## config.mk

```make
export PLATFORM = sky130hd
export DESIGN_NAME = riscv_lsu
export DESIGN_NICKNAME = d
export VERILOG_FILES = /design/src/rtl/riscv_lsu_pkg.sv /design/src/rtl/riscv_ext.sv /design/src/rtl/riscv_lsu.sv
export SDC_FILE = /design/constraint.sdc
export NUM_CORES = 1
export LEC_CHECK = 0
export ABC_AREA = 1
export BUFFER_PORTS_ARGS = -buffer_cell sky130_fd_sc_hd__buf_2
export CAP_MARGIN = 25
export CORE_MARGIN = 8
export CORE_UTILIZATION = 40
export CTS_CLUSTER_DIAMETER = 120
export DETAILED_ROUTE_END_ITERATION = 12
export HOLD_SLACK_MARGIN = 0.05
export PLACE_DENSITY = 0.71
export SYNTH_ARGS = -nofsm -noshare
export SYNTH_HDL_FRONTEND = slang
export SYNTH_SLANG_ARGS = --single-unit
```

## constraint.sdc

```tcl
create_clock -name clk_i -period 2.35 [get_ports clk_i]
set_input_delay 0.1175 -clock clk_i [delete_from_list [all_inputs] [get_ports clk_i]]
set_output_delay 0.1175 -clock clk_i [all_outputs]
set_load 0.05 [all_outputs]
```

## src/rtl/riscv_lsu_pkg.sv

```systemverilog
`default_nettype none
// ============================================================================
// Module      : riscv_lsu_pkg
// Description : Shared types and helpers for the load/store unit: access
//               size and FSM state encodings, byte-enable mask per size.
// Revision    : 1.0 - initial release
// ============================================================================
package riscv_lsu_pkg;

    typedef enum logic [1:0] {
        BYTE   = 2'b00,
        HALF   = 2'b01,
        WORD   = 2'b10,
        DOUBLE = 2'b11
    } lsu_size_e;

    typedef enum logic [1:0] {
        IDLE = 2'd0,
        REQ  = 2'd1,
        WAIT = 2'd2,
        RSP  = 2'd3
    } lsu_state_e;

    // Right-justified byte-enable pattern for an access of the given size.
    function automatic logic [7:0] lsu_be_mask(input logic [1:0] size);
        logic [7:0] mask;
        case (size)
            BYTE:    mask = 8'h01;
            HALF:    mask = 8'h03;
            WORD:    mask = 8'h0F;
            default: mask = 8'hFF;
        endcase
        return mask;
    endfunction

endpackage
`default_nettype wire

```

## src/rtl/riscv_ext.sv

```systemverilog
`default_nettype none
// ============================================================================
// Module      : riscv_ext
// Description : Sign- or zero-extension of a narrow value to a wider word.
//               Equal widths pass the value through unchanged.
// Revision    : 1.0 - initial release
// ============================================================================
module riscv_ext #(
    parameter int DATA_WIDTH_I = 8,
    parameter int DATA_WIDTH_O = 32,
    parameter bit SIGNED       = 1'b0
) (
    input  logic [DATA_WIDTH_I-1:0] i_data,
    output logic [DATA_WIDTH_O-1:0] o_data
);

    generate
        if (DATA_WIDTH_O == DATA_WIDTH_I) begin : g_pass
            assign o_data = i_data;
        end else if (SIGNED) begin : g_sext
            assign o_data = {{(DATA_WIDTH_O-DATA_WIDTH_I){i_data[DATA_WIDTH_I-1]}}, i_data};
        end else begin : g_zext
            assign o_data = {{(DATA_WIDTH_O-DATA_WIDTH_I){1'b0}}, i_data};
        end
    endgenerate

endmodule
`default_nettype wire

```

## src/rtl/riscv_lsu.sv

```systemverilog
`default_nettype none
// ============================================================================
// Module      : riscv_lsu
// Description : Single-outstanding load/store unit. Checks alignment, runs a
//               req/gnt/rvalid bus transaction with byte enables and lane-
//               shifted store data, returns extended load data.
// Revision    : 1.0 - initial release
// ============================================================================
module riscv_lsu
    import riscv_lsu_pkg::*;
#(
    parameter int XLEN = 32
) (
    input  logic              clk_i,
    input  logic              rst_i,
    input  logic              req_valid_i,
    output logic              req_ready_o,
    input  logic              req_we_i,
    input  logic [1:0]        req_size_i,
    input  logic              req_unsigned_i,
    input  logic [XLEN-1:0]   req_addr_i,
    input  logic [XLEN-1:0]   req_wdata_i,
    input  logic [4:0]        req_rd_i,
    output logic              rsp_valid_o,
    input  logic              rsp_ready_i,
    output logic [XLEN-1:0]   rsp_rdata_o,
    output logic [4:0]        rsp_rd_o,
    output logic              rsp_err_o,
    output logic              mem_req_o,
    input  logic              mem_gnt_i,
    output logic              mem_we_o,
    output logic [XLEN/8-1:0] mem_be_o,
    output logic [XLEN-1:0]   mem_addr_o,
    output logic [XLEN-1:0]   mem_wdata_o,
    input  logic              mem_rvalid_i,
    input  logic [XLEN-1:0]   mem_rdata_i
);

    localparam int c_BEW  = XLEN / 8;
    localparam int c_OFFW = $clog2(c_BEW);

    localparam logic [1:0] c_ST_IDLE = 2'(IDLE);
    localparam logic [1:0] c_ST_REQ  = 2'(REQ);
    localparam logic [1:0] c_ST_WAIT = 2'(WAIT);
    localparam logic [1:0] c_ST_RSP  = 2'(RSP);

    logic [1:0]      r_state;
    logic            r_we;
    logic [1:0]      r_size;
    logic            r_unsigned;
    logic [c_OFFW-1:0] r_off;

    logic [c_OFFW-1:0] w_off;
    logic              w_err;
    logic [c_BEW-1:0]  w_be;
    logic [XLEN-1:0]   w_wdata;
    logic [XLEN-1:0]   w_addr;
    logic [XLEN-1:0]   w_shifted;
    logic [XLEN-1:0]   w_load;
    logic [XLEN-1:0]   w_s8, w_u8, w_s16, w_u16, w_s32, w_u32;

    assign w_off     = req_addr_i[c_OFFW-1:0];
    assign w_be      = c_BEW'(lsu_be_mask(req_size_i)) << w_off;
    assign w_wdata   = req_wdata_i << {w_off, 3'b000};
    assign w_addr    = {req_addr_i[XLEN-1:c_OFFW], {c_OFFW{1'b0}}};
    assign w_shifted = mem_rdata_i >> {r_off, 3'b000};

    assign req_ready_o = (r_state == c_ST_IDLE);
    assign mem_req_o   = (r_state == c_ST_REQ);
    assign rsp_valid_o = (r_state == c_ST_RSP);

    // Misalignment / illegal-size detection on the incoming request.
    always_comb begin
        w_err = 1'b0;
        case (req_size_i)
            BYTE:    w_err = 1'b0;
            HALF:    w_err = req_addr_i[0];
            WORD:    w_err = |req_addr_i[1:0];
            default: w_err = (XLEN == 32) ? 1'b1 : |req_addr_i[2:0];
        endcase
    end

    riscv_ext #(.DATA_WIDTH_I(8),  .DATA_WIDTH_O(XLEN), .SIGNED(1'b1)) u_ext_s8  (.i_data(w_shifted[7:0]),  .o_data(w_s8));
    riscv_ext #(.DATA_WIDTH_I(8),  .DATA_WIDTH_O(XLEN), .SIGNED(1'b0)) u_ext_u8  (.i_data(w_shifted[7:0]),  .o_data(w_u8));
    riscv_ext #(.DATA_WIDTH_I(16), .DATA_WIDTH_O(XLEN), .SIGNED(1'b1)) u_ext_s16 (.i_data(w_shifted[15:0]), .o_data(w_s16));
    riscv_ext #(.DATA_WIDTH_I(16), .DATA_WIDTH_O(XLEN), .SIGNED(1'b0)) u_ext_u16 (.i_data(w_shifted[15:0]), .o_data(w_u16));
    riscv_ext #(.DATA_WIDTH_I(32), .DATA_WIDTH_O(XLEN), .SIGNED(1'b1)) u_ext_s32 (.i_data(w_shifted[31:0]), .o_data(w_s32));
    riscv_ext #(.DATA_WIDTH_I(32), .DATA_WIDTH_O(XLEN), .SIGNED(1'b0)) u_ext_u32 (.i_data(w_shifted[31:0]), .o_data(w_u32));

    // Select the extended load value by captured size and signedness.
    always_comb begin
        w_load = w_shifted;
        case (r_size)
            BYTE:    w_load = r_unsigned ? w_u8  : w_s8;
            HALF:    w_load = r_unsigned ? w_u16 : w_s16;
            WORD:    w_load = r_unsigned ? w_u32 : w_s32;
            default: w_load = w_shifted;
        endcase
    end

    // Transaction FSM with registered bus and response outputs.
    always_ff @(posedge clk_i) begin
        if (rst_i) begin
            r_state     <= c_ST_IDLE;
            r_we        <= 1'b0;
            r_size      <= 2'b00;
            r_unsigned  <= 1'b0;
            r_off       <= '0;
            mem_we_o    <= 1'b0;
            mem_be_o    <= '0;
            mem_addr_o  <= '0;
            mem_wdata_o <= '0;
            rsp_rdata_o <= '0;
            rsp_rd_o    <= 5'd0;
            rsp_err_o   <= 1'b0;
        end else begin
            case (r_state)
                c_ST_IDLE: begin
                    if (req_valid_i) begin
                        r_we        <= req_we_i;
                        r_size      <= req_size_i;
                        r_unsigned  <= req_unsigned_i;
                        r_off       <= w_off;
                        rsp_rd_o    <= req_rd_i;
                        rsp_rdata_o <= '0;
                        rsp_err_o   <= w_err;
                        if (w_err) begin
                            r_state <= c_ST_RSP;
                        end else begin
                            r_state     <= c_ST_REQ;
                            mem_we_o    <= req_we_i;
                            mem_be_o    <= w_be;
                            mem_addr_o  <= w_addr;
                            mem_wdata_o <= w_wdata;
                        end
                    end
                end
                c_ST_REQ: begin
                    if (mem_gnt_i) begin
                        r_state     <= c_ST_WAIT;
                        mem_we_o    <= 1'b0;
                        mem_be_o    <= '0;
                        mem_addr_o  <= '0;
                        mem_wdata_o <= '0;
                    end
                end
                c_ST_WAIT: begin
                    if (mem_rvalid_i) begin
                        r_state     <= c_ST_RSP;
                        rsp_rdata_o <= r_we ? '0 : w_load;
                    end
                end
                default: begin
                    if (rsp_ready_i) begin
                        r_state <= c_ST_IDLE;
                    end
                end
            endcase
        end
    end

endmodule
`default_nettype wire
```

### After elaboration in Yosys (flattened, before gate mapping)

Index checks and enable logic that the tools add are counted.

* register bits after elaboration: 115
* latch bits: 0
* bits in writable memories: 0
* memory bits (read-only): 0
* output and inout port bits: 110
* word-level logic and storage cells: 66
* memories kept: 0

* add/sub/neg operators: 0
* multiply operators: 0
* divide/modulo/power cells: 0
* magnitude comparators: 0
* equal/unequal tests: 10
* shift operators: 3
* multiplexer cells: 30
* bitwise gates (word level): 0
* reductions and logical operators: 11

Operator list (count)
* 32-bit 2-to-1 mux: 10
* 32-bit one-hot mux with 2 select lines: 4
* 32-bit by 5-bit left shift with 32-bit output: 1
* 32-bit by 5-bit >> shifter with 32-bit output: 1
* 4-bit 2-to-1 mux: 3
* 4-bit one-hot mux with 3 select lines: 1
* 2-bit 2-to-1 mux: 5
* 4-bit one-hot mux with 2 select lines: 1
* 4-bit AND reduction: 2
* 2-bit by 1-bit equality test with 1-bit output (second input constant): 3
* 2-bit equality test (second input constant): 3
* 2-bit zero test: 3
* 2-bit inequality test (second input constant): 3
* 2-bit one-hot mux with 3 select lines: 1
* 2-bit nonzero test: 2
* 4-bit nonzero test: 1
* 4-bit by 2-bit left shift with 4-bit output: 1
* 1-bit 2-to-1 mux: 3
* 1-bit one-hot mux with 3 select lines: 1
* 3-bit AND reduction: 1
* 2-bit by 1-bit inequality test with 1-bit output (second input constant): 1
* 1-bit one-hot mux with 2 select lines: 1
* 2-bit AND reduction: 1
* 2-bit OR reduction: 1

### Logic depth before layout (Yosys ltp)

Gate-level depths: netlist (run 1).

* depth in word-level cells: 6
* mapped depth: 12
* depth with buffers taken out: 10

### By module

A second synthesis (run 1) with hierarchy kept.

* cell total of the unflattened synthesis: 1637
* area, all modules: 9313.9 µm²

By module, submodules not included
* riscv_lsu: instances 1, cells each 1443, area an instance 7865.0 µm², seq. area each 2262.2 µm²
* riscv_ext at u_ext_s16 ...: instances 4, cells each 32, area an instance 240.2 µm², seq. area each 0.0 µm²
* riscv_ext at u_ext_u16 ...: instances 2, cells each 33, area an instance 244.0 µm², seq. area each 0.0 µm²

### Least setup slack after synthesis (run 1)

Ideal clock, no wire load.

* kind: reg2reg
* from: register r_state[1]
* to: register mem_addr_o[26]
* arrival: 1.958 ns
* data required time: 2.222 ns
* setup slack: 0.265 ns
* cell stages (with the launch flop): 13
* path buffers: 3
* clock period less this slack: 2.085 ns
* cells stage by stage: dfxtp_1 -> inv_1 -> ha_1 -> buf_4 -> inv_2 -> nor2_1 -> nor3b_4 -> nand2_4 -> inv_4 -> buf_6 -> buf_6 -> o21ai_1 -> nor2_1

* longest elaborated chain between the ends: 3

RTL lines
* from (decl): RTL line riscv_lsu.sv:47 `logic [1:0] r_state;`
* from (signal assigned): RTL line riscv_lsu.sv:104 `r_state <= c_ST_IDLE;`
* from (signal assigned): RTL line riscv_lsu.sv:128 `r_state <= c_ST_RSP;`
* from (signal assigned): RTL line riscv_lsu.sv:130 `r_state <= c_ST_REQ;`
* 2-bit by 1-bit equality test with 1-bit output *
* via mem_req_o: RTL line riscv_lsu.sv:29 `output logic mem_req_o,`
* 2-bit by 1-bit inequality test with 1-bit output (no line) / 2-bit nonzero test (equally long branches)
* 4-bit AND reduction (no line)
* to (signal assigned): RTL line riscv_lsu.sv:133 `mem_addr_o <= w_addr;`
* to (decl): RTL line riscv_lsu.sv:33 `output logic [XLEN-1:0] mem_addr_o,`

Mark *: on every way through the listed nets, which the timed path passes. The rest lies on a longest branch.
A chain may end at the register's enable or synchronous reset.

### Worst setup path after layout (run 1)

* from: register r_state[1]
* to: register mem_wdata_o[23]

* longest elaborated chain between the ends: 3

RTL lines
* 2-bit by 1-bit equality test with 1-bit output / 2-bit zero test (equally long branches): RTL line riscv_lsu.sv:117 `case (r_state)`
* 2-bit by 1-bit inequality test with 1-bit output (no line) (tied with other cells)
* 4-bit AND reduction (no line)
* to (signal assigned): RTL line riscv_lsu.sv:134 `mem_wdata_o <= w_wdata;`
* to (decl): RTL line riscv_lsu.sv:34 `output logic [XLEN-1:0] mem_wdata_o,`

Parallel ways exist; a longest one is shown, timed or not.

==> results.txt, run 1 <==
The worst pin sits at a relative slew slack of between 40% and 50%. The setup slack after layout is between 0.2 and 0.3 ns. The area fraction in compound gates after synthesis is 16.9%. The critical path goes through inv_1 -> ha_1 -> inv_2 -> buf_4 -> nand3_1 -> o22ai_1 -> o21ai_0 -> nor2_1. The post-synthesis area per instance came out at between 6 and 7 um2.

The delay of the slowest cell on the worst path came out at ~0.40 ns. The run finished with clean final reports. The global-route total usage across every layer came out at roughly 21%. The clock-pin slew reported for the worst setup and hold paths after clock tree synthesis is 0.05 ns.

The standard-cell row count is 42. No sink is reached through more buffers than the 2 on the longest clock path. The register bit count reported by yosys came out at around 110.

After routing the design area is 7540 um2. The final critical path time including I/O delays and setup came out at about 2.1 ns. The synthesized-area fraction occupied by adder cells came out at less than 1%. The vertical extent of the die came out at around 130 um. The average wire length per cell after detail routing is 15.6 um. Detailed routing inserted a total of slightly above 6k vias. The area of the die came out at approximately 18000 um2. For this run, global-route usage on met2 was measured as 34.1%. The layer flagged by global routing as most heavily used is met2. The total detailed-routing wirelength came out at 19200 um. The die width came out at 133 um. The fraction of layout instances using a drive strength above 1 came out at approximately a quarter. The setup path with the least slack is of type flip-flop to flip-flop. The count of clock tree sinks came out at 113. The quantity of I/O buffers inserted on ports is approximately 220. The master of the slowest instance on the critical path is nand3_1. The primary flip-flop cell chosen by synthesis mapping is dfxtp_1.

Setup repair after global routing left no endpoint under its margin. The detailed-route vias per instance is 5.04. For this block, the initial DRC count from the detailed router was 616. The post-CTS setup buffer count is 0. The estimated wirelength of the detail-placed design is ~13000 um.

The static leakage power came out at 3.73 nW. The combined buffer and inverter count along the critical path came out at 3. The final weighted congestion in routability-driven placement is a little under 0.9. Among all cell types in the netlist, the one instantiated most often is nand2_1.

Setup violations remaining at the end of the flow were counted as 0. The synthesized design contains 0 enable-type register cells. The total global routing overflow is 0.

Yosys attributes the largest share of cell area to dfxtp_1 41%, nand2_1 17%, nor2_1 7.9%, o21ai_0 7.0%, a21oi_1 6.2%. The worst hold path belongs to the class primary input to flip-flop. The final hold violation count is 0. Dividing total power by cell area gives a power density of approximately 1500 nW/um2.

The number of search-and-repair iterations in the first detailed-routing pass came out at 5. In this run the remaining antenna-violating nets after routing total 0. After floorplanning, the core was sized to cover around 13000 um2.

The basic-gate share of the synthesized area counting and, or, nand and nor cells came out at between 30% and 40%. At the worst endpoint, the arrival time is ~2.4 ns. The commonest cells after synthesis are 250 x nand2_1, 116 x nor2_1, 113 x dfxtp_1. The cell type with the highest aggregate area in the netlist is dfxtp_1. The worst setup timing slack at the placement stage is ~0.35 ns. For the pin with the worst max-slew slack, the measured transition is 0.846 ns. Data on the critical path is required at its endpoint by approximately 2.7 ns. The final-stage net count is between 1k and 1.5k. The initial antenna violation count came out at 1.

The share of the clock period used by the worst path after layout came out at between 80% and 90%. The number of I/O pins came out at between 200 and 250. The share of the synthesized area in the top cell type is slightly above 40%. The DRC violation count after routing came out at 0. The global-route track usage on met1 came out at between 20 and 25%. Of all nets on the critical path, the largest fanout is 37. The global-route wire length before repair is slightly above 30000 um.

The number of unique standard cell types used by synthesis came out at 30. The endpoint type of the worst setup path is a flip-flop. Once the floorplan was initialized, standard cells occupied about two fifths of the core. CTS built an H-tree with a depth of 4. The number of warning messages in the yosys log is 0.

Relative to the synthesized area, the layout overhead comes to 37.6%. The met3 track utilization from global routing came out at under 10%. The register area share after synthesis is between 40% and 50%. The number of buffers created by CTS is 17.

Fill cells in the final layout number 1261. Among cell families on the critical path, the largest total delay comes from simple AND/OR/NAND/NOR gates. The share of synthesized registers carrying an async set or reset is 0%. The via count of the first global-routing pass was between 6k and 7k. The clock latency of the later-clocked register in the worst-skew pair came out at around 0.4 ns. The worst vdd rail ir drop is around 1 mV.

The total count of max-transition violations in the final report came to 0. By area, the combinational part of the netlist is dominated by simple AND/OR/NAND/NOR gates. The cell area after technology mapping is around 5500 um2. The mux cell area share after synthesis is approximately 1.8%. For the final routed database, the setup TNS stands at 0 ns. After technology mapping, the gate count stands at 820.

The highest clock rate is between 0.4 and 0.5 GHz. The worst setup path is launched from a flip-flop. The instance area at placement came out at between 6000 and 7000 um2.

The synthesized netlist devotes 0% of its cell area to XOR and XNOR gates. The number of violations of the max-capacitance limit is 0. Across the routed clock network, the largest skew measured is around 0.0092 ns.

The maximum number of pins on one net before global-route repair came out at just under 80. In this run the clock root is driven by a clkbuf_16. TritonCTS built the clock tree.
-- report_power, final --
part | switching, mW | internal [mW]
Sequential | 0.363 | 2.56
Clock | 0.859 | 1.54
Combinational | 4.51 | 1.51
Total | 5.73 | 5.61
-- metal layers --
metal	share of wire [%]	routed length, um
met1	41	7810
met2	46	8750
met3	11	2180
met5	0	0
met4	2.5	487
-- logic make-up after synthesis --
family | Yosys count
buffers and inverters | 95
adder cells (fa/ha/maj) | 4
other | 1
multiplexers | 10
AND/OR/NAND/NOR | 421
flip-flops | 113
AO/OA/AOI/OAI | 176
-- layout by cell type (no fill, tap or decap), drive strengths merged, types with 23 or more instances in the layout --
master / Yosys / final
o21ai: 83 / 83
nand2: 253 / 253
dlygate4sd3: 0 / 34
nand3: 40 / 40
nor2: 117 / 117
a21oi: 68 / 68
inv: 33 / 33
dfxtp: 113 / 113
clkbuf: 27 / 23
buf: 34 / 236
-- stage by stage --
| step | hold WS (ns) | util (%) | total power, mW | instances |
|---|---|---|---|---|
| 2_1_floorplan | 0.284 | - | 7.51 | 821 |
| 3_3_place_gp | 0.368 | 50.0 | 8.84 | 1172 |
| 3_5_place_dp | 0.374 | 50.0 | 8.88 | 1172 |
| 4_1_cts | 0.0503 | 56.7 | 11.4 | 1235 |
| 5_1_grt | 0.0699 | 56.7 | 12.1 | 1236 |
| 6_report | 0.0696 | 56.7 | 11.3 | 1236 |
-- path summary, 6_finish.rpt --
kind | from | to | slack [ns] | cells after the start
min | req_addr_i[12] | mem_addr_o[12] | 0.07 | 5
max reg2reg | r_state[1] | mem_wdata_o[23] | 0.30 | 8
max | r_state[1] | mem_wdata_o[23] | 0.30 | 8
min reg2reg | rsp_rdata_o[11] | rsp_rdata_o[11] | 0.46 | 2
-- worst min-delay path, stage by stage --
cell and delay (ns):
buf_2 0.10, nand2_1 0.06, nand2_1 0.05, o21ai_0 0.06
nor2_1 0.05
-- timing repair --
action | in CTS | in global routing
resized for setup | 0 | 0
hold endpoints to repair | 34 | 0
hold buffers | 34 | 0
-- state kept, by name, indices dropped and copies added (netlist names) --
signal / cells
r_we: 1
rsp_rd_o: 5
r_state: 2
r_off: 2
rsp_err_o: 1
mem_be_o: 4
mem_addr_o: 30
r_unsigned: 1
mem_we_o: 1
rsp_rdata_o: 32
r_size: 2
mem_wdata_o: 32
-- area by class of cell --
class,instances,area (um2),area share (%)
antenna,1,2.50,0.0332
clock buffer,23,488,6.47
tap,176,220,2.92
clock inverter,6,57.6,0.763
sequential,113,2260,30.0
inverter,34,130,1.73
timing repair buffer,270,1590,21.1
multi-input combinational,613,2790,37.0
Power figures use the tool's default switching activity.
==> run 2, diff against run 1 <==
--- a/config.mk
+++ b/config.mk
@@ -9,11 +9,11 @@
 export BUFFER_PORTS_ARGS = -buffer_cell sky130_fd_sc_hd__buf_2
 export CAP_MARGIN = 25
 export CORE_MARGIN = 8
-export CORE_UTILIZATION = 40
+export CORE_UTILIZATION = 49
 export CTS_CLUSTER_DIAMETER = 120
 export DETAILED_ROUTE_END_ITERATION = 12
 export HOLD_SLACK_MARGIN = 0.05
-export PLACE_DENSITY = 0.71
+export PLACE_DENSITY = 0.84
 export SYNTH_ARGS = -nofsm -noshare
 export SYNTH_HDL_FRONTEND = slang
 export SYNTH_SLANG_ARGS = --single-unit
==> results.txt, run 2 (synthesis results as in run 1) <==
Outcome: complete, no violations (unchanged). The final setup violation count is 0 (unchanged). The final weighted congestion in routability-driven placement is 0.917 (was 0.871).

The area inside the core boundary came out at 10900 um2 (was 13300 um2). The number of violations of the max-capacitance limit is 0 (unchanged). The total global routing overflow came to 0 (unchanged). The reg2reg setup slack is 0.16 ns (was 0.30 ns). The endpoint of the most critical register-to-register path was mem_wdata_o[22] (was mem_wdata_o[23]).

The highest clock rate came to 0.457 GHz (was 0.487 GHz). The number of I/O pins came to 221 (unchanged). The clock latency of the later-clocked register in the worst-skew pair came out at 0.50 ns (was 0.41 ns).

The static leakage power was 3.90 nW (was 3.73 nW). The worst hold path cell count is 5 (unchanged). The final critical path time including I/O delays and setup is 2.19 ns (was 2.05 ns). The highest net fanout along the worst path came to 37 (unchanged).

The fraction of power spent switching nets is 51.3% (was 50.5%). The final-stage net count came out at 1205 (was 1164). The fraction of layout instances using a drive strength above 1 was 25.4% (was 26.2%). The average wire length per cell after detail routing is 16.7 um (was 15.6 um). The post-CTS setup buffer count came out at 0 (unchanged). The slew at the pin closest to its max-slew limit came out at 0.942 ns (was 0.846 ns).

The total count of max-transition violations in the final report came to 0 (unchanged). The maximum level of the CTS H-tree is 4 (unchanged). The number of buffers created by CTS was 17 (unchanged). The areal power density over the cells is 1470 nW/um2 (was 1500 nW/um2). The worst flop-to-flop path startpoint is r_state[1] (unchanged). The area added between synthesis and finish is 44.6% (was 37.6%). The total detailed-routing wirelength is 20800 um (was 19200 um).

The die width came out at 122 um (was 133 um). The final non-filler cell total came out at 1245 (was 1236). Commonest non-fill, non-tap cells in the layout: 250 x nand2_1, 218 x buf_2, 116 x nor2_1 (unchanged).

Setup repair after global routing missed its margin: false (unchanged). The maximum number of pins on one net before global-route repair is 79 (unchanged). The vias after detailed routing came to 6851 (was 6226). The instance area at placement is 6590 um2 (was 6650 um2). The setup slack after layout is 0.160 ns (was 0.297 ns). The share of the clock period used by the worst path after layout is 93.2% (was 87.4%). The category of the critical setup timing path is flip-flop to flip-flop (unchanged). The count of placed standard cells including taps is 1135 (was 1172). The worst vdd rail ir drop came out at 1.21 mV (was 1.01 mV). The vertical extent of the die came out at 122 um (was 133 um). The count of clock tree sinks is 113 (unchanged).

The maximum root-to-sink buffer count is 2 (unchanged). The number of cells on the worst reg-to-reg path came out at 8 (unchanged). The hold path startpoint is mem_rdata_i[29] (was req_addr_i[12]). The power spent charging and discharging nets came out at 5.97 mW (was 5.73 mW). The worst slew margin relative to its limit came out at 37.1% (was 43.6%). The estimated wirelength of the detail-placed design came out at 13200 um (was 13500 um).

The aggregate negative setup slack is 0 ns (unchanged). The clock root buffer master is clkbuf_8 (was clkbuf_16). The proportion of power drawn by combinational gates was 53.3% (was 53.1%). The critical path data required time came out at 2.78 ns (was 2.69 ns). The area of all placed cells without fillers came out at 7920 um2 (was 7540 um2). The clock network power share came out at 21.4% (was 21.1%). The final hold violation count is 0 (unchanged). The endpoint type of the worst setup path is a flip-flop (unchanged). The count of routing violations after the opening detailed-route iteration is 665 (was 616).

The number of antenna-violating nets in the routed design is 0 (unchanged). The post-route worst hold slack came out at 0.0688 ns (was 0.0696 ns). The data arrival at the endpoint of the critical path came out at 2.62 ns (was 2.39 ns).

The endpoint of the worst hold path is rsp_rdata_o[29] (was mem_addr_o[12]). The via count of the first global-routing pass is 6624 (was 6046). The detailed-route vias per instance came out at 5.50 (was 5.04). The standard-cell row count is 38 (was 42).

The starting density of the core is 50.3% (was 41.2%). The launching element type of the critical path is a flip-flop (unchanged). The sequential fraction of design power is 25.3% (was 25.8%).

The CTS tree is yes (unchanged). The quantity of I/O buffers inserted on ports came out at 218 (unchanged). Largest regs: mem_wdata_o: 32 flops, rsp_rdata_o: 32 flops, mem_addr_o: 30 flops (unchanged). The final-layout fill cell count came out at 803 (was 1261). The clock-pin slew reported for the worst setup and hold paths after clock tree synthesis is 0.06 ns (was 0.05 ns). The commonest non-fill, non-tap cell in the layout is nand2_1 (unchanged). The initial antenna violation count is 2 (was 1). The worst setup timing slack at the placement stage came out at 0.329 ns (was 0.350 ns). The DRC violation count after routing is 0 (unchanged). The worst hold-check path type is primary input to flip-flop (unchanged).

The worst-case clock skew was 0.00835 ns (was 0.00921 ns). The global-route total usage across every layer is 27.2% (was 21.4%). The global-route wire length before repair came out at 32500 um (was 30800 um). The area of the die is 14800 um2 (was 17700 um2).

The number of search-and-repair iterations in the first detailed-routing pass is 5 (unchanged). The internal power consumption is 5.66 mW (was 5.61 mW).
[run 2: how the worst max path moves through the flow]
stage | start | endpoint | slack, ns | cells after the start
3_5_place_dp | r_state[0] | mem_wdata_o[18] | 0.33 | 9
4_1_cts | r_off[1] | rsp_rdata_o[0] | 0.22 | 6
2_1_floorplan | r_state[1] | mem_addr_o[26] | 0.26 | 12
3_3_place_gp | r_state[0] | mem_wdata_o[24] | 0.40 | 9
6_report | r_state[1] | mem_wdata_o[22] | 0.16 | 8
5_1_grt | r_off[1] | rsp_rdata_o[1] | 0.07 | 6
[run 2: cell type report]
type	instances	area [um2]	share of cell area, %
clock inverter	13	139	1.75
clock buffer	19	432	5.45
tap	140	175	2.21
timing repair buffer	311	1990	25.1
sequential	113	2260	28.6
antenna	2	5.00	0.0632
multi-input combinational	613	2790	35.2
inverter	34	130	1.64
[run 2: worst max-delay path, cell delays in order, from the launching register on]
cell and delay (ns):
dfxtp_1 0.39, inv_1 0.08, ha_1 0.23, inv_2 0.07, buf_4 0.33, nand3_1 0.43, o22ai_1 0.28, o21ai_0 0.13
nor2_1 0.18
[run 2: routing by layer]
metal  share of wire, %  vias up  global-route usage, %
li1                   -     3220                      -
met1                 37     3086                   28.9
met2                 47      465                   46.0
met3                 12       80                   11.1
met4                3.9        0                   13.9
met5                  0        -                      0
[run 2: through the flow]
step | power, mW | utilization [%]
2_1_floorplan | 7.51 | -
3_3_place_gp | 8.74 | 60.5
3_5_place_dp | 8.85 | 60.5
4_1_cts | 11.5 | 72.7
5_1_grt | 12.2 | 72.8
6_report | 11.6 | 72.8
[run 2: repair_timing]
item / in CTS / in global routing
hold endpoints to repair: 72 / 0
hold buffers: 76 / 0
resized for setup: 0 / 0
[run 2: power by group through the flow]
| stage | Sequential (mW) | Clock (mW) | Combinational [mW] |
|---|---|---|---|
| after floorplan | 4.89 | 0 | 2.62 |
| after global placement | 2.91 | 0 | 5.83 |
| after detailed placement | 2.92 | 0 | 5.92 |
| after CTS | 2.91 | 2.50 | 6.05 |
| after global routing | 3.00 | 2.60 | 6.61 |
| final | 2.95 | 2.49 | 6.19 |
==> run 3, diff against run 2 <==
--- a/config.mk
+++ b/config.mk
@@ -5,7 +5,6 @@
 export SDC_FILE = /design/constraint.sdc
 export NUM_CORES = 1
 export LEC_CHECK = 0
-export ABC_AREA = 1
 export BUFFER_PORTS_ARGS = -buffer_cell sky130_fd_sc_hd__buf_2
 export CAP_MARGIN = 25
 export CORE_MARGIN = 8
==> results.txt, run 3 <==
The die width came out at 123 um (was 122 um). The via count of the first global-routing pass is 5996 (was 6624). The post-synthesis area per instance is 9.22 um2 (was 6.68 um2).

The share of the clock period used by the worst path after layout came out at 86.9% (was 93.2%). The fraction of layout instances using a drive strength above 1 came out at 37.2% (was 25.4%). The hold path startpoint was mem_rdata_i[31] (was mem_rdata_i[29]).

The number of cells on the worst reg-to-reg path is 8 (unchanged). Commonest non-fill, non-tap cells in the layout: 217 x buf_2, 113 x dfxtp_1, 78 x o21ai_0 (was 250 x nand2_1, 218 x buf_2, 116 x nor2_1). The fraction of power spent switching nets is 43.3% (was 51.3%).

The power spent charging and discharging nets is 3.88 mW (was 5.97 mW). The worst hold-check path type is primary input to flip-flop (unchanged). Setup repair after global routing missed its margin: false (unchanged). The library cell with the highest instance count after synthesis is dfxtp_1 (was nand2_1). The number of gates resized after CTS is 0 (unchanged).

The critical path data required time is 2.69 ns (was 2.78 ns). The proportion of power drawn by combinational gates came out at 42.0% (was 53.3%). The global-route wire length before repair came out at 31600 um (was 32500 um). The number of violations of the max-capacitance limit is 0 (unchanged). Largest regs: mem_wdata_o: 32 flops, rsp_rdata_o: 32 flops, mem_addr_o: 30 flops (unchanged).

The primary flip-flop cell chosen by synthesis mapping is dfxtp_1 (unchanged). The internal power consumption is 5.07 mW (was 5.66 mW). The endpoint type of the worst setup path is a flip-flop (unchanged). The XOR/XNOR share of the synthesized area is 0.158% (was 0%).

The area of the die came to 15000 um2 (was 14800 um2). The post-CTS setup buffer count is 0 (unchanged). The register bit count reported by yosys came to 113 (unchanged). The count of clock tree sinks is 113 (unchanged).

The standard-cell row count was 39 (was 38). The main combinational cell family by area after synthesis is simple AND/OR/NAND/NOR gates (unchanged). The worst-case clock skew is 0.00786 ns (was 0.00835 ns). The final-stage net count came out at 964 (was 1205).

The initial antenna violation count came out at 3 (was 2). The highest clock rate came out at 0.490 GHz (was 0.457 GHz). The sequential fraction of design power is 28.3% (was 25.3%).

The category of the critical setup timing path was flip-flop to flip-flop (unchanged). The instance area at placement is 6750 um2 (was 6590 um2). The share of the synthesized area in the top cell type came out at 40.7% (was 41.3%).

The vertical extent of the die came out at 123 um (was 122 um). The clock latency of the later-clocked register in the worst-skew pair came out at 0.42 ns (was 0.50 ns). The worst hold path cell count came out at 3 (was 5). The reg2reg setup slack came out at 0.31 ns (was 0.16 ns). The area fraction in compound gates after synthesis was 17.8% (was 16.9%). The number of synthesized flops with an enable pin is 0 (unchanged). The endpoint of the worst hold path is rsp_rdata_o[31] (was rsp_rdata_o[29]). The static leakage power came out at 3.38 nW (was 3.90 nW). The total detailed-routing wirelength is 20300 um (was 20800 um).

The final-layout fill cell count came to 808 (was 803). Leading post-synthesis cells by instance count: 113 x dfxtp_1, 78 x o21ai_0, 66 x nand2b_1 (was 250 x nand2_1, 116 x nor2_1, 113 x dfxtp_1). The worst vdd rail ir drop is 0.861 mV (was 1.21 mV).

The endpoint of the most critical register-to-register path is rsp_rdata_o[11] (was mem_wdata_o[22]). The worst flop-to-flop path startpoint is r_state[0] (was r_state[1]). The vias after detailed routing is 5907 (was 6851). The number of antenna-violating nets in the routed design was 0 (unchanged).

The count of routing violations after the opening detailed-route iteration is 464 (was 665). The final hold violation count was 0 (unchanged). The average wire length per cell after detail routing is 20.2 um (was 16.7 um).

The launching element of the worst setup path is r_state[0] (was r_state[1]). The basic-gate share of the synthesized area counting and, or, nand and nor cells is 22.0% (was 31.0%). The starting density of the core is 49.5% (was 50.3%).

The number of search-and-repair iterations in the first detailed-routing pass is 5 (unchanged). The quantity of I/O buffers inserted on ports came out at 218 (unchanged). The clock network power share is 29.7% (was 21.4%). The launching element type of the critical path is a flip-flop (unchanged). The count of hold-fix buffers inserted at cts came out at 54 (was 76). The CTS tree is yes (unchanged). The mux cell area share after synthesis came out at 12.8% (was 1.83%). The clock-pin slew reported for the worst setup and hold paths after clock tree synthesis was 0.05 ns (was 0.06 ns). The detailed-route vias per instance was 5.86 (was 5.50). The maximum number of pins on one net before global-route repair is 68 (was 79). The number of buffers created by CTS is 17 (unchanged). The total count of max-transition violations in the final report came out at 0 (unchanged). The worst slew margin relative to its limit is 57.4% (was 37.1%). The area inside the core boundary is 11200 um2 (was 10900 um2). The DRC violation count after routing came out at 0 (unchanged). The cell area after technology mapping came out at 5560 um2 (was 5480 um2). The number of unique standard cell types used by synthesis is 46 (was 30). The total global routing overflow is 0 (unchanged). The global-route total usage across every layer is 26.8% (was 27.2%).

The number of I/O pins is 221 (unchanged). Outcome: complete, no violations (unchanged). The slew at the pin closest to its max-slew limit is 0.638 ns (was 0.942 ns).

The clock root buffer master is clkbuf_16 (was clkbuf_8). The count of mapped cells out of synthesis is 603 (was 820). The share of synthesized registers carrying an async set or reset is 0% (unchanged). The area of all placed cells without fillers was 7910 um2 (was 7920 um2). The estimated wirelength of the detail-placed design was 13200 um (about the same).

The area added between synthesis and finish came out at 42.3% (was 44.6%). The register area share after synthesis is 40.7% (was 41.3%). The maximum level of the CTS H-tree came out at 4 (unchanged). The commonest non-fill, non-tap cell in the layout is buf_2 (was nand2_1). The cell type with the highest aggregate area in the netlist is dfxtp_1 (unchanged). The areal power density over the cells is 1130 nW/um2 (was 1470 nW/um2). The final setup violation count is 0 (unchanged). The synthesized-area fraction occupied by adder cells is 0.900% (was 0.913%). Dominant cells by area after synthesis: dfxtp_1 41%, nand2b_1 7.4%, nand4_1 7.1%, o21ai_0 7.0%, mux4_2 6.5% (was dfxtp_1 41%, nand2_1 17%, nor2_1 7.9%, o21ai_0 7.0%, a21oi_1 6.2%). The highest net fanout along the worst path came out at 25 (was 37). The final weighted congestion in routability-driven placement came out at 0.865 (was 0.917).

The final critical path time including I/O delays and setup is 2.04 ns (was 2.19 ns). The number of warning messages in the yosys log is 0 (unchanged). The aggregate negative setup slack came out at 0 ns (unchanged). The maximum root-to-sink buffer count came out at 2 (unchanged). The data arrival at the endpoint of the critical path came out at 2.38 ns (was 2.62 ns).
==> run 3: changes by cell type in the layout (fill, tap and decap cells not counted), moves of 22 or more <==
| cell | before | now |
|---|---|---|
| inv_1 | 29 | 4 |
| a21oi_1 | 68 | 22 |
| nand2_1 | 250 | 27 |
| nand2b_1 | 0 | 66 |
| nand4_1 | 1 | 63 |
| nor2_1 | 116 | 13 |
| dlygate4sd3_1 | 76 | 54 |
| nand3_1 | 37 | 1 |
==> run 3: power by group through the flow <==
stage	logic [mW]	registers, mW	clock network [mW]
after detailed placement	3.64	2.55	0
after CTS	3.73	2.53	2.69
after global routing	3.99	2.58	2.78
after floorplan	1.46	3.75	0
after global placement	3.61	2.54	0
final	3.76	2.54	2.66
==> run 3: cell type report <==
class	count	area, um2	area share [%]
clock buffers	22	484	6.12
diodes	3	7.51	0.0949
multi-input cells	421	3010	38.0
clock inverters	10	131	1.66
repair buffers	292	1820	23.0
inverters	4	15.0	0.190
well taps	143	179	2.26
flip-flops and latches	113	2260	28.6
==> run 3: metrics by stage <==
step,cells,worst slack (ns),power [mW],utilization (%),hold WS (ns)
4_1_cts,1005,0.295,8.94,70.4,0.0522
2_1_floorplan,604,0.0342,5.21,-,0.253
5_1_grt,1008,0.110,9.35,70.5,0.0778
3_5_place_dp,919,0.316,6.19,60.1,0.352
3_3_place_gp,919,0.378,6.15,60.1,0.345
6_report,1008,0.307,8.95,70.5,0.0615
==> run 3: cells by family (layout without fill, tap and decap cells) <==
kind of cell / count (synthesis) / count (layout)
flip-flops: 113 / 113
multiplexers: 49 / 49
buffers and inverters: 70 / 328
adder cells (fa/ha/maj): 4 / 4
other: 1 / 5
XOR/XNOR: 1 / 1
AND/OR/NAND/NOR: 206 / 206
AO/OA/AOI/OAI: 159 / 159
==> run 3: routing by layer <==
| layer | part of all wire [%] | GRT usage, % | vias to the layer above |
|---|---|---|---|
| met1 | 37 | 30.0 | 2728 |
| met4 | 3.4 | 12.2 | 0 |
| met3 | 12 | 10.9 | 62 |
| li1 | - | - | 2717 |
| met2 | 47 | 43.9 | 400 |
| met5 | 0 | 0 | - |
==> run 3: critical path, stage by stage (launching register included) <==
cell	delay, ns
dfxtp_1	0.37
inv_1	0.08
ha_1	0.21
buf_4	0.16
nor2_1	0.10
or3_1	0.11
buf_4	0.28
nor2b_1	0.48
o2bb2ai_1	0.17
==> run 3: how the worst max path moves through the flow <==
stage | to | slack (ns) | cells after the start
after floorplan | rsp_rdata_o[26] | 0.03 | 8
after global placement | rsp_rdata_o[24] | 0.38 | 6
after detailed placement | rsp_rdata_o[14] | 0.32 | 8
after CTS | rsp_rdata_o[11] | 0.29 | 8
after global routing | rsp_rdata_o[14] | 0.11 | 8
final | rsp_rdata_o[11] | 0.31 | 8
